--- config.mk ---
export PLATFORM = sky130hd
export DESIGN_NAME = mem_access_unit_flat
export DESIGN_NICKNAME = d
export VERILOG_FILES = /design/src/rtl/mem_access_unit_pkg.sv /design/src/rtl/mem_access_unit_if.sv /design/src/rtl/mem_access_unit_lane_align.sv /design/src/rtl/mem_access_unit.sv /design/src/flat_wrapper.sv
export SDC_FILE = /design/constraint.sdc
export NUM_CORES = 1
export LEC_CHECK = 0
export BUFFER_PORTS_ARGS = -buffer_cell sky130_fd_sc_hd__buf_2
export CAP_MARGIN = 25
export CORE_AREA = 3 3 107 109
export DETAILED_ROUTE_END_ITERATION = 7
export DIE_AREA = 0 0 110 112
export GPL_TIMING_DRIVEN = 0
export PLACE_DENSITY = 0.84
export SLEW_MARGIN = 25
export SYNTH_ARGS = -nofsm -noshare
export SYNTH_HDL_FRONTEND = slang
export SYNTH_SLANG_ARGS = --single-unit
--- constraint.sdc ---
create_clock -name i_clock -period 10.55 [get_ports i_clock]
set_clock_uncertainty 0.2 [all_clocks]
set_input_delay 2.11 -clock i_clock [delete_from_list [all_inputs] [get_ports i_clock]]
set_output_delay 2.11 -clock i_clock [all_outputs]
set_load 0.01 [all_outputs]
--- src/rtl/mem_access_unit_pkg.sv ---
// Shared types and constants for the MEM-stage load/store engine.
// Holds access-size codes, FSM state encoding, lane count and alignment helper.
package mem_access_unit_pkg;

    localparam int N_LANES = 4;

    localparam logic [1:0] MASK_BYTE = 2'b00;
    localparam logic [1:0] MASK_HALF = 2'b01;
    localparam logic [1:0] MASK_WORD = 2'b11;

    typedef enum logic [1:0] {
        ST_IDLE = 2'd0,
        ST_REQ  = 2'd1,
        ST_DONE = 2'd2
    } state_t;

    // Codes 10 and 11 are both treated as a word access.
    function automatic logic is_misaligned(
        input logic [1:0] mask,
        input logic [1:0] addr_lo
    );
        logic mis;
        mis = 1'b0;
        if (mask == MASK_HALF) begin
            mis = addr_lo[0];
        end else if (mask[1]) begin
            mis = |addr_lo;
        end
        return mis;
    endfunction

endpackage

--- src/rtl/mem_access_unit_if.sv ---
// Bundle of the upstream operation, memory bus and result signals.
// slave: the load/store unit side; master: the pipeline/memory side.
interface mem_access_unit_if #(
    parameter int NB_DATA = 32,
    parameter int NB_ADDR = 32,
    parameter int NB_MASK = 2
);
    logic               i_valid;
    logic               o_ready;
    logic [NB_ADDR-1:0] i_addr;
    logic [NB_DATA-1:0] i_wr_data;
    logic [NB_MASK-1:0] i_mascara;
    logic               i_is_unsigned;
    logic               i_mem_read;
    logic               i_mem_write;
    logic               o_mem_req;
    logic               o_mem_we;
    logic [NB_ADDR-1:0] o_mem_addr;
    logic [NB_DATA-1:0] o_mem_wdata;
    logic [3:0]         o_mem_be;
    logic               i_mem_ack;
    logic [NB_DATA-1:0] i_mem_rdata;
    logic               o_valid;
    logic [NB_DATA-1:0] o_dato;
    logic [NB_MASK-1:0] o_mascara;
    logic               o_is_unsigned;
    logic               o_misaligned;
    logic               o_stall;

    modport slave (
        input  i_valid, i_addr, i_wr_data, i_mascara, i_is_unsigned,
        input  i_mem_read, i_mem_write, i_mem_ack, i_mem_rdata,
        output o_ready, o_mem_req, o_mem_we, o_mem_addr, o_mem_wdata,
        output o_mem_be, o_valid, o_dato, o_mascara, o_is_unsigned,
        output o_misaligned, o_stall
    );

    modport master (
        output i_valid, i_addr, i_wr_data, i_mascara, i_is_unsigned,
        output i_mem_read, i_mem_write, i_mem_ack, i_mem_rdata,
        input  o_ready, o_mem_req, o_mem_we, o_mem_addr, o_mem_wdata,
        input  o_mem_be, o_valid, o_dato, o_mascara, o_is_unsigned,
        input  o_misaligned, o_stall
    );

endinterface

--- src/rtl/mem_access_unit_lane_align.sv ---
// mem_lane_align: combinational byte-lane logic for the load/store engine.
// In: addr_lo, mask, is_store, wr_data, rd_data. Out: be, wdata, rd_data (right-justified).
module mem_lane_align
    import mem_access_unit_pkg::*;
(
    input  logic [1:0]           i_addr_lo,
    input  logic [1:0]           i_mask,
    input  logic                 i_is_store,
    input  logic [N_LANES*8-1:0] i_wr_data,
    input  logic [N_LANES*8-1:0] i_rd_data,
    output logic [N_LANES-1:0]   o_be,
    output logic [N_LANES*8-1:0] o_wdata,
    output logic [N_LANES*8-1:0] o_rd_data
);

    logic [N_LANES*8-1:0] rd_shift;

    assign rd_shift = i_rd_data >> {i_addr_lo, 3'b000};

    always_comb begin
        o_be      = 4'b1111;
        o_wdata   = i_wr_data;
        o_rd_data = i_rd_data;
        case (i_mask)
            MASK_BYTE: begin
                o_be      = 4'b0001 << i_addr_lo;
                o_wdata   = {4{i_wr_data[7:0]}};
                o_rd_data = {24'b0, rd_shift[7:0]};
            end
            MASK_HALF: begin
                o_be      = i_addr_lo[1] ? 4'b1100 : 4'b0011;
                o_wdata   = {2{i_wr_data[15:0]}};
                o_rd_data = i_addr_lo[1] ? {16'b0, i_rd_data[31:16]}
                                         : {16'b0, i_rd_data[15:0]};
            end
            default: begin
                o_be      = 4'b1111;
                o_wdata   = i_wr_data;
                o_rd_data = i_rd_data;
            end
        endcase
        // Loads fetch the whole word; the lane is picked on return.
        if (!i_is_store) begin
            o_be = 4'b1111;
        end
    end

endmodule

--- src/rtl/mem_access_unit.sv ---
// mem_access_unit: MEM-stage load/store engine (IDLE -> REQ -> DONE) between EX/MEM and data memory.
// Ports: i_clock, i_reset (async, active-high), bus (slave). Optional watchdog: MEM_TIMEOUT_EN.
module mem_access_unit
    import mem_access_unit_pkg::*;
#(
    parameter int NB_DATA        = 32,
    parameter int NB_ADDR        = 32,
    parameter int NB_MASK        = 2,
    parameter int TIMEOUT_CYCLES = 16
) (
    input  logic              i_clock,
    input  logic              i_reset,
    mem_access_unit_if.slave  bus
);

    state_t             state_q, state_d;
    logic [NB_ADDR-1:0] addr_q, addr_d;
    logic [NB_DATA-1:0] wdata_q, wdata_d;
    logic [NB_DATA-1:0] dato_q, dato_d;
    logic [NB_MASK-1:0] mask_q, mask_d;
    logic               uns_q, uns_d;
    logic               we_q, we_d;
    logic               mis_q, mis_d;

    logic [3:0]         lane_be;
    logic [NB_DATA-1:0] lane_wdata;
    logic [NB_DATA-1:0] lane_rdata;
    logic               mem_op;
    logic               bad_align;

`ifdef MEM_TIMEOUT_EN
    localparam int CNT_W = $clog2(TIMEOUT_CYCLES + 1);
    logic [CNT_W-1:0] cnt_q, cnt_d;
`else
    logic unused_timeout;
    assign unused_timeout = ^TIMEOUT_CYCLES;
`endif

    mem_lane_align u_align (
        .i_addr_lo  (addr_q[1:0]),
        .i_mask     (mask_q),
        .i_is_store (we_q),
        .i_wr_data  (wdata_q),
        .i_rd_data  (bus.i_mem_rdata),
        .o_be       (lane_be),
        .o_wdata    (lane_wdata),
        .o_rd_data  (lane_rdata)
    );

    assign mem_op    = bus.i_mem_read | bus.i_mem_write;
    assign bad_align = mem_op & is_misaligned(bus.i_mascara, bus.i_addr[1:0]);

    always_comb begin
        state_d = state_q;
        addr_d  = addr_q;
        wdata_d = wdata_q;
        dato_d  = dato_q;
        mask_d  = mask_q;
        uns_d   = uns_q;
        we_d    = we_q;
        mis_d   = mis_q;
`ifdef MEM_TIMEOUT_EN
        cnt_d   = cnt_q;
`endif
        unique case (state_q)
            ST_IDLE: begin
                if (bus.i_valid) begin
                    mask_d = bus.i_mascara;
                    uns_d  = bus.i_is_unsigned;
                    mis_d  = 1'b0;
                    unique case (1'b1)
                        !mem_op: begin
                            dato_d  = NB_DATA'(bus.i_addr);
                            mask_d  = NB_MASK'(MASK_WORD);
                            state_d = ST_DONE;
                        end
                        bad_align: begin
                            dato_d  = '0;
                            mis_d   = 1'b1;
                            state_d = ST_DONE;
                        end
                        default: begin
                            addr_d  = bus.i_addr;
                            wdata_d = bus.i_wr_data;
                            we_d    = bus.i_mem_write;
                            state_d = ST_REQ;
`ifdef MEM_TIMEOUT_EN
                            cnt_d   = '0;
`endif
                        end
                    endcase
                end
            end
            ST_REQ: begin
`ifdef MEM_TIMEOUT_EN
                cnt_d = cnt_q + 1'b1;
`endif
                if (bus.i_mem_ack) begin
                    dato_d  = we_q ? '0 : lane_rdata;
                    state_d = ST_DONE;
                end
`ifdef MEM_TIMEOUT_EN
                else if (cnt_q == CNT_W'(TIMEOUT_CYCLES - 1)) begin
                    dato_d  = '0;
                    mis_d   = 1'b1;
                    state_d = ST_DONE;
                end
`endif
            end
            ST_DONE: begin
                state_d = ST_IDLE;
            end
            default: begin
                state_d = ST_IDLE;
            end
        endcase
    end

    always_ff @(posedge i_clock or posedge i_reset) begin
        if (i_reset) begin
            state_q <= ST_IDLE;
            addr_q  <= '0;
            wdata_q <= '0;
            dato_q  <= '0;
            mask_q  <= '0;
            uns_q   <= 1'b0;
            we_q    <= 1'b0;
            mis_q   <= 1'b0;
`ifdef MEM_TIMEOUT_EN
            cnt_q   <= '0;
`endif
        end else begin
            state_q <= state_d;
            addr_q  <= addr_d;
            wdata_q <= wdata_d;
            dato_q  <= dato_d;
            mask_q  <= mask_d;
            uns_q   <= uns_d;
            we_q    <= we_d;
            mis_q   <= mis_d;
`ifdef MEM_TIMEOUT_EN
            cnt_q   <= cnt_d;
`endif
        end
    end

    assign bus.o_ready       = (state_q == ST_IDLE);
    assign bus.o_mem_req     = (state_q == ST_REQ);
    assign bus.o_mem_we      = we_q;
    assign bus.o_mem_addr    = {addr_q[NB_ADDR-1:2], 2'b00};
    assign bus.o_mem_wdata   = lane_wdata;
    assign bus.o_mem_be      = (state_q == ST_REQ) ? lane_be : 4'b0000;
    assign bus.o_valid       = (state_q == ST_DONE);
    assign bus.o_dato        = dato_q;
    assign bus.o_mascara     = mask_q;
    assign bus.o_is_unsigned = uns_q;
    assign bus.o_misaligned  = (state_q == ST_DONE) & mis_q;
    assign bus.o_stall       = (state_q != ST_IDLE) | bus.i_valid;

endmodule

--- src/flat_wrapper.sv ---
// flat-port wrapper written by rule: the top's interface ports become plain ports
module mem_access_unit_flat import mem_access_unit_pkg::*;
#(
    parameter int NB_DATA        = 32,
    parameter int NB_ADDR        = 32,
    parameter int NB_MASK        = 2,
    parameter int TIMEOUT_CYCLES = 16
)
  (i_clock, i_reset, bus_i_valid, bus_i_addr, bus_i_wr_data, bus_i_mascara, bus_i_is_unsigned, bus_i_mem_read, bus_i_mem_write, bus_i_mem_ack, bus_i_mem_rdata, bus_o_ready, bus_o_mem_req, bus_o_mem_we, bus_o_mem_addr, bus_o_mem_wdata, bus_o_mem_be, bus_o_valid, bus_o_dato, bus_o_mascara, bus_o_is_unsigned, bus_o_misaligned, bus_o_stall);
  mem_access_unit_if #(.NB_DATA(NB_DATA), .NB_ADDR(NB_ADDR), .NB_MASK(NB_MASK)) bus_i ();
  input  logic i_clock;
  input  logic i_reset;
  input wire logic [$bits(bus_i.i_valid)-1:0] bus_i_valid;
  input wire logic [$bits(bus_i.i_addr)-1:0] bus_i_addr;
  input wire logic [$bits(bus_i.i_wr_data)-1:0] bus_i_wr_data;
  input wire logic [$bits(bus_i.i_mascara)-1:0] bus_i_mascara;
  input wire logic [$bits(bus_i.i_is_unsigned)-1:0] bus_i_is_unsigned;
  input wire logic [$bits(bus_i.i_mem_read)-1:0] bus_i_mem_read;
  input wire logic [$bits(bus_i.i_mem_write)-1:0] bus_i_mem_write;
  input wire logic [$bits(bus_i.i_mem_ack)-1:0] bus_i_mem_ack;
  input wire logic [$bits(bus_i.i_mem_rdata)-1:0] bus_i_mem_rdata;
  output wire logic [$bits(bus_i.o_ready)-1:0] bus_o_ready;
  output wire logic [$bits(bus_i.o_mem_req)-1:0] bus_o_mem_req;
  output wire logic [$bits(bus_i.o_mem_we)-1:0] bus_o_mem_we;
  output wire logic [$bits(bus_i.o_mem_addr)-1:0] bus_o_mem_addr;
  output wire logic [$bits(bus_i.o_mem_wdata)-1:0] bus_o_mem_wdata;
  output wire logic [$bits(bus_i.o_mem_be)-1:0] bus_o_mem_be;
  output wire logic [$bits(bus_i.o_valid)-1:0] bus_o_valid;
  output wire logic [$bits(bus_i.o_dato)-1:0] bus_o_dato;
  output wire logic [$bits(bus_i.o_mascara)-1:0] bus_o_mascara;
  output wire logic [$bits(bus_i.o_is_unsigned)-1:0] bus_o_is_unsigned;
  output wire logic [$bits(bus_i.o_misaligned)-1:0] bus_o_misaligned;
  output wire logic [$bits(bus_i.o_stall)-1:0] bus_o_stall;
  assign bus_i.i_valid = bus_i_valid;
  assign bus_i.i_addr = bus_i_addr;
  assign bus_i.i_wr_data = bus_i_wr_data;
  assign bus_i.i_mascara = bus_i_mascara;
  assign bus_i.i_is_unsigned = bus_i_is_unsigned;
  assign bus_i.i_mem_read = bus_i_mem_read;
  assign bus_i.i_mem_write = bus_i_mem_write;
  assign bus_i.i_mem_ack = bus_i_mem_ack;
  assign bus_i.i_mem_rdata = bus_i_mem_rdata;
  assign bus_o_ready = bus_i.o_ready;
  assign bus_o_mem_req = bus_i.o_mem_req;
  assign bus_o_mem_we = bus_i.o_mem_we;
  assign bus_o_mem_addr = bus_i.o_mem_addr;
  assign bus_o_mem_wdata = bus_i.o_mem_wdata;
  assign bus_o_mem_be = bus_i.o_mem_be;
  assign bus_o_valid = bus_i.o_valid;
  assign bus_o_dato = bus_i.o_dato;
  assign bus_o_mascara = bus_i.o_mascara;
  assign bus_o_is_unsigned = bus_i.o_is_unsigned;
  assign bus_o_misaligned = bus_i.o_misaligned;
  assign bus_o_stall = bus_i.o_stall;
  mem_access_unit #(.NB_DATA(NB_DATA), .NB_ADDR(NB_ADDR), .NB_MASK(NB_MASK), .TIMEOUT_CYCLES(TIMEOUT_CYCLES)) u_core (.i_clock(i_clock), .i_reset(i_reset), .bus(bus_i));
endmodule
### After elaboration in Yosys (flattened, before gate mapping)

Index checks and enable logic that the tools add are counted.

* eq/ne operators: 7
* shift-type cells: 2
* multiplexer cells: 20
* bitwise gates (word level): 5
* reduce and logical (&&, ||, !) cells: 11

Operator list (number)
* 32-bit one-hot mux with 2 select lines: 4
* 32-bit two-way mux: 3
* 32-bit by 5-bit >> shifter with 8-bit output: 1
* 16-bit two-way mux: 1
* 4-bit two-way mux: 3
* 2-bit two-way mux: 4
* 4-bit one-hot mux with 2 select lines: 1
* 2-bit by 1-bit == test with 1-bit output (second input constant): 3
* 2-bit zero test: 2
* 2-bit != test (second input constant): 2
* 2-bit one-hot mux with 2 select lines: 1
* 2-bit AND reduction: 2
* 4-bit AND reduction: 1
* 2-bit nonzero test: 2
* 2-bit OR reduction: 2
* 1-bit by 2-bit left shift with 4-bit output (first input constant): 1
* 1-bit two-way mux: 3
* 3-bit by 1-bit != test with 1-bit output (second input constant): 1
* 3-bit AND reduction: 1
* 1-bit bitwise AND: 2
* 2-bit == test (second input constant): 1
* 1-bit OR: 2
* 1-bit zero test: 1
* 1-bit inverter: 1

* register bits after elaboration: 103
* input port bits: 105
* output and inout bits: 109

### Depth between registers and ports, before layout

* depth after elaboration: 8
* depth in mapped cells: 8
* mapped depth without buffers: 5

### Hierarchy

A second synthesis with hierarchy kept.

* cells, all modules: 444
* area, all modules: 5549.1 um^2

By module, submodules not included
* mem_access_unit: times used 1, cells each 313, area each 4561.9 um^2, sequential area each 2577.5 um^2
* mem_lane_align: times used 1, cells each 131, area each 987.2 um^2, sequential area each 0.0 um^2

### Worst setup path after synthesis

Ideal clock, no wire load.

* path kind: input-to-output
* start point: in bus_i_valid
* end point: out bus_o_stall
* data arrival time: 2.459 ns
* path slack: 5.781 ns
* stages on the path: 1
* buffers on the path: 0
* cells stage by stage: or3_1

* word-level cells in the longest chain between the ends: 1

RTL lines
* from (decl): RTL line flat_wrapper.sv:13 `input wire logic [$bits(bus_i.i_valid)-1:0] bus_i_valid;`
* 1-bit OR: RTL line mem_access_unit.sv:158 `assign bus.o_stall = (state_q != ST_IDLE) | bus.i_valid;`
* to (decl): RTL line flat_wrapper.sv:33 `output wire logic [$bits(bus_i.o_stall)-1:0] bus_o_stall;`

Every way passes these cells.

### Final worst setup path

Same ends and word-level chain as after synthesis.

==> metrics.csv <==
stage,metric,value,unit
logic_synthesis,synth-seq-cells,103,
clock_tree,clk_latency,0.37,ns
finish,fill_cells,881,
finish,layout_common_cells,"221 x buf_2, 103 x dfrtp_1, 86 x mux2_2",
detailed_routing,drt_iter0_drc,226,
worst_setup_path,slowest_delay,0.29,ns
power,powerDensity,247,nW/um^2
finish,final_common_cell,buf_2,
worst_setup_path,cpMaxStageDelayCell,or3_1,
power,irDropWorstVdd,0.136,mV
detailed_routing,num_vias,4778,
power,internal-power,1090,uW
detailed_routing,first_pass_iters,5,
power,sw_frac_of_total,0.371,
sta,fin_tns_setup,0,ns
logic_synthesis,synth.cell_area,5530,um^2
worst_setup_path,cp_max_fo,3,
placement,place_congestion,0.872,
logic_synthesis,ys_warn_count,0,
global_route,grt_max_degree,60,
worst_setup_path,cp_common_cell,buf_2,
finish,syn_to_final_growth,26.7,%
sta,hold_viol,0,
worst_setup_path,crit_chain,buf_2 -> or3_1 -> buf_2,
power,p_sw,643,uW
worst_setup_path,critical_path_arrival,2.65,ns
clock_tree,hold_buffers,0,
floorplanning,ios,214,
clock_tree,cts.sinks,103,
detailed_routing,wl,16.8,mm
logic_synthesis,synthCells,503,
floorplanning,die-area,12300,um^2
hold_path,hold_depth,2,
sta,tightest_slew,0.789,ns
worst_setup_path,reg2regPathDepth,6,
placement,hpwl,13.3,mm
sta,clock.fmax,202,MHz
clock_tree,clockBufferDepth,2,
logic_synthesis,yosysSeqAreaShare,0.466,
sta,slew_headroom,0.472,
finish,antenna_cells,0,
detailed_routing,wl_per_cell,19.2,um
worst_setup_path,crit_path_start_kind,primary input,
worst_setup_path,cp_num_buf_inv,2,
worst_setup_path,cp.required,8.24,ns
global_route,overflow,0,
global_route,antenna_found_initial,0,
finish,drive_above_1_share,0.526,
finish,multi_input_area,2400,um^2
worst_setup_path,reg2reg_slack,8.33,ns
run,maxCapViolCount,0,
worst_setup_path,endpoint_kind,output pin,
power,combPwrFrac,0.472,
clock_tree,clk_pin_slew,0.09,ns
clock_tree,cts_max_level,3,
sta,period_minus_slack,4.96,ns
floorplanning,rows,38,
sta,period_share,0.470,
sta,grt_setup_unrepaired,no,
logic_synthesis,syn_area_per_cell,11.0,um^2
power,p_leak,0.00341,uW
finish,regArea,2580,um^2
floorplanning,start_util,0.517,
clock_tree,cts_tree,built,
sta,setup_slack,5.59,ns
placement,pre_cts_slack,5.59,ns
clock_tree,clock-root-buffer,clkbuf_8,
clock_tree,cts_post_setup_buffers_inserted,0,
logic_synthesis,yosysUniqueCellTypes,42,
global_route,track_usage,0.276,
clock_tree,ctsResizeCount,0,
global_route,grt_pass1_wl,26.1,mm
placement,port_buffers,211,
detailed_routing,avgViaCountPerCell,5.48,
power,seqPwrFrac,0.378,
finish,final_nets,832,
detailed_routing,drc,0,
outcome,run_status,"finished, final reports clean",
hold_path,hold_path_class,reg -> reg,
worst_setup_path,cpLargestDelayFamily,simple AND/OR/NAND/NOR gates,
clock_tree,numCtsBuffers,9,
sta,setup-violations-final,0,
floorplanning,die_w,110,um
detailed_routing,ant_nets,0,
sta,finalMaxSlewViolations,0,
floorplanning,fp.dieH,112,um
worst_setup_path,crit_type,in -> out,
worst_setup_path,path_depth,3,
power,power_frac_clock,0.150,
global_route,grt_pass1_vias,4966,
floorplanning,core-area,10700,um^2
==> layout make-up <==
class / count / area share
Clock buffer: 11 / 0.0216
Clock inverter: 5 / 0.00803
Inverter: 11 / 0.00661
Buffer: 77 / 0.0736
Timing Repair Buffer: 212 / 0.155
Sequential cell: 103 / 0.368
Tap cell: 140 / 0.0250
Multi-Input combinational cell: 313 / 0.343
==> path summary, 6_finish.rpt <==
check                                         startpoint                       end
worst max-delay path                         bus_i_valid               bus_o_stall
worst min-delay path            u_core.bus.o_is_unsigned  u_core.bus.o_is_unsigned
worst max register to register         u_core.state_q[1]      u_core.bus.o_dato[3]
worst min register to register  u_core.bus.o_is_unsigned  u_core.bus.o_is_unsigned
max in group asynchronous                        i_reset      u_core.bus.o_dato[1]
min in group asynchronous                        i_reset        u_core.wdata_q[19]
==> sequential cells by signal, summed over array words and instances, names as in the netlist <==
name                      flops
u_core.bus.o_dato            32
u_core.addr_q                32
u_core.state_q                2
u_core.bus.o_mem_we           1
u_core.wdata_q               32
u_core.mis_q                  1
u_core.bus.o_mascara          2
u_core.bus.o_is_unsigned      1
==> cells by family (layout without fill, tap and decap cells) <==
family | count (synthesis) | after routing | share of synthesized area
other | 1 | 2 | 0.000678
buffers and inverters | 88 | 316 | 0.101
AND/OR/NAND/NOR | 95 | 95 | 0.0934
AO/OA/AOI/OAI | 119 | 119 | 0.144
multiplexers | 97 | 97 | 0.196
flip-flops | 103 | 103 | 0.466
==> synth_stat cells, drive strengths merged <==
master,n,share of area
nand4,2,0.0023
o221ai,8,0.013
or2,3,0.0034
and2,3,0.0038
inv,11,0.0075
nor3,24,0.022
conb,1,0.00068
o21ba,1,0.0018
a22oi,16,0.022
o21bai,1,0.0014
or3,1,0.0011
nand2b,2,0.0036
clkbuf,16,0.011
o21ai,22,0.020
a31oi,10,0.014
and3b,8,0.013
nor2b,11,0.012
mux2i,8,0.014
a21oi,35,0.032
o22a,16,0.025
a21o,1,0.0014
mux2,89,0.18
dfrtp,103,0.47
or3b,3,0.0052
o21a,1,0.0014
nand2,32,0.022
nor2,6,0.0054
buf,61,0.082
o2bb2ai,8,0.013
==> stage by stage <==
step                      std cells  total power [uW]  instance area, um^2  hold slack (ns)   util
after global placement          855              1450                 6770            0.260  0.633
after CTS                       872              1750                 7010            0.290  0.655
after global routing            872              1850                 7010            0.309  0.655
final                           872              1730                 7010            0.284  0.655
after detailed placement        856              1480                 6800            0.265  0.636
after floorplan                 504              1170                 5540            0.238      -
==> tightest hold or removal path: cells and delay by family, from the launching register on <==
family / cells / cell delay, ns
DFF: 1 / 0.35
and+or+nand+nor: 2 / 0.11
==> per-layer routing <==
metal / up-vias / GRT usage / wire length [um]
li1: 2229 / - / -
met1: 2282 / 0.329 / 6370
met2: 238 / 0.476 / 8370
met3: 29 / 0.0725 / 1710
met4: 0 / 0.0931 / 315
met5: - / 0 / 0
==> power groups by stage <==
stage	logic, uW	registers, uW	clock network [uW]
finish	818	656	260
global route	894	672	283
CTS	824	653	267
detailed placement	821	662	0
global placement	799	649	0
floorplan	502	663	0
(Power assumes the default switching activity.)
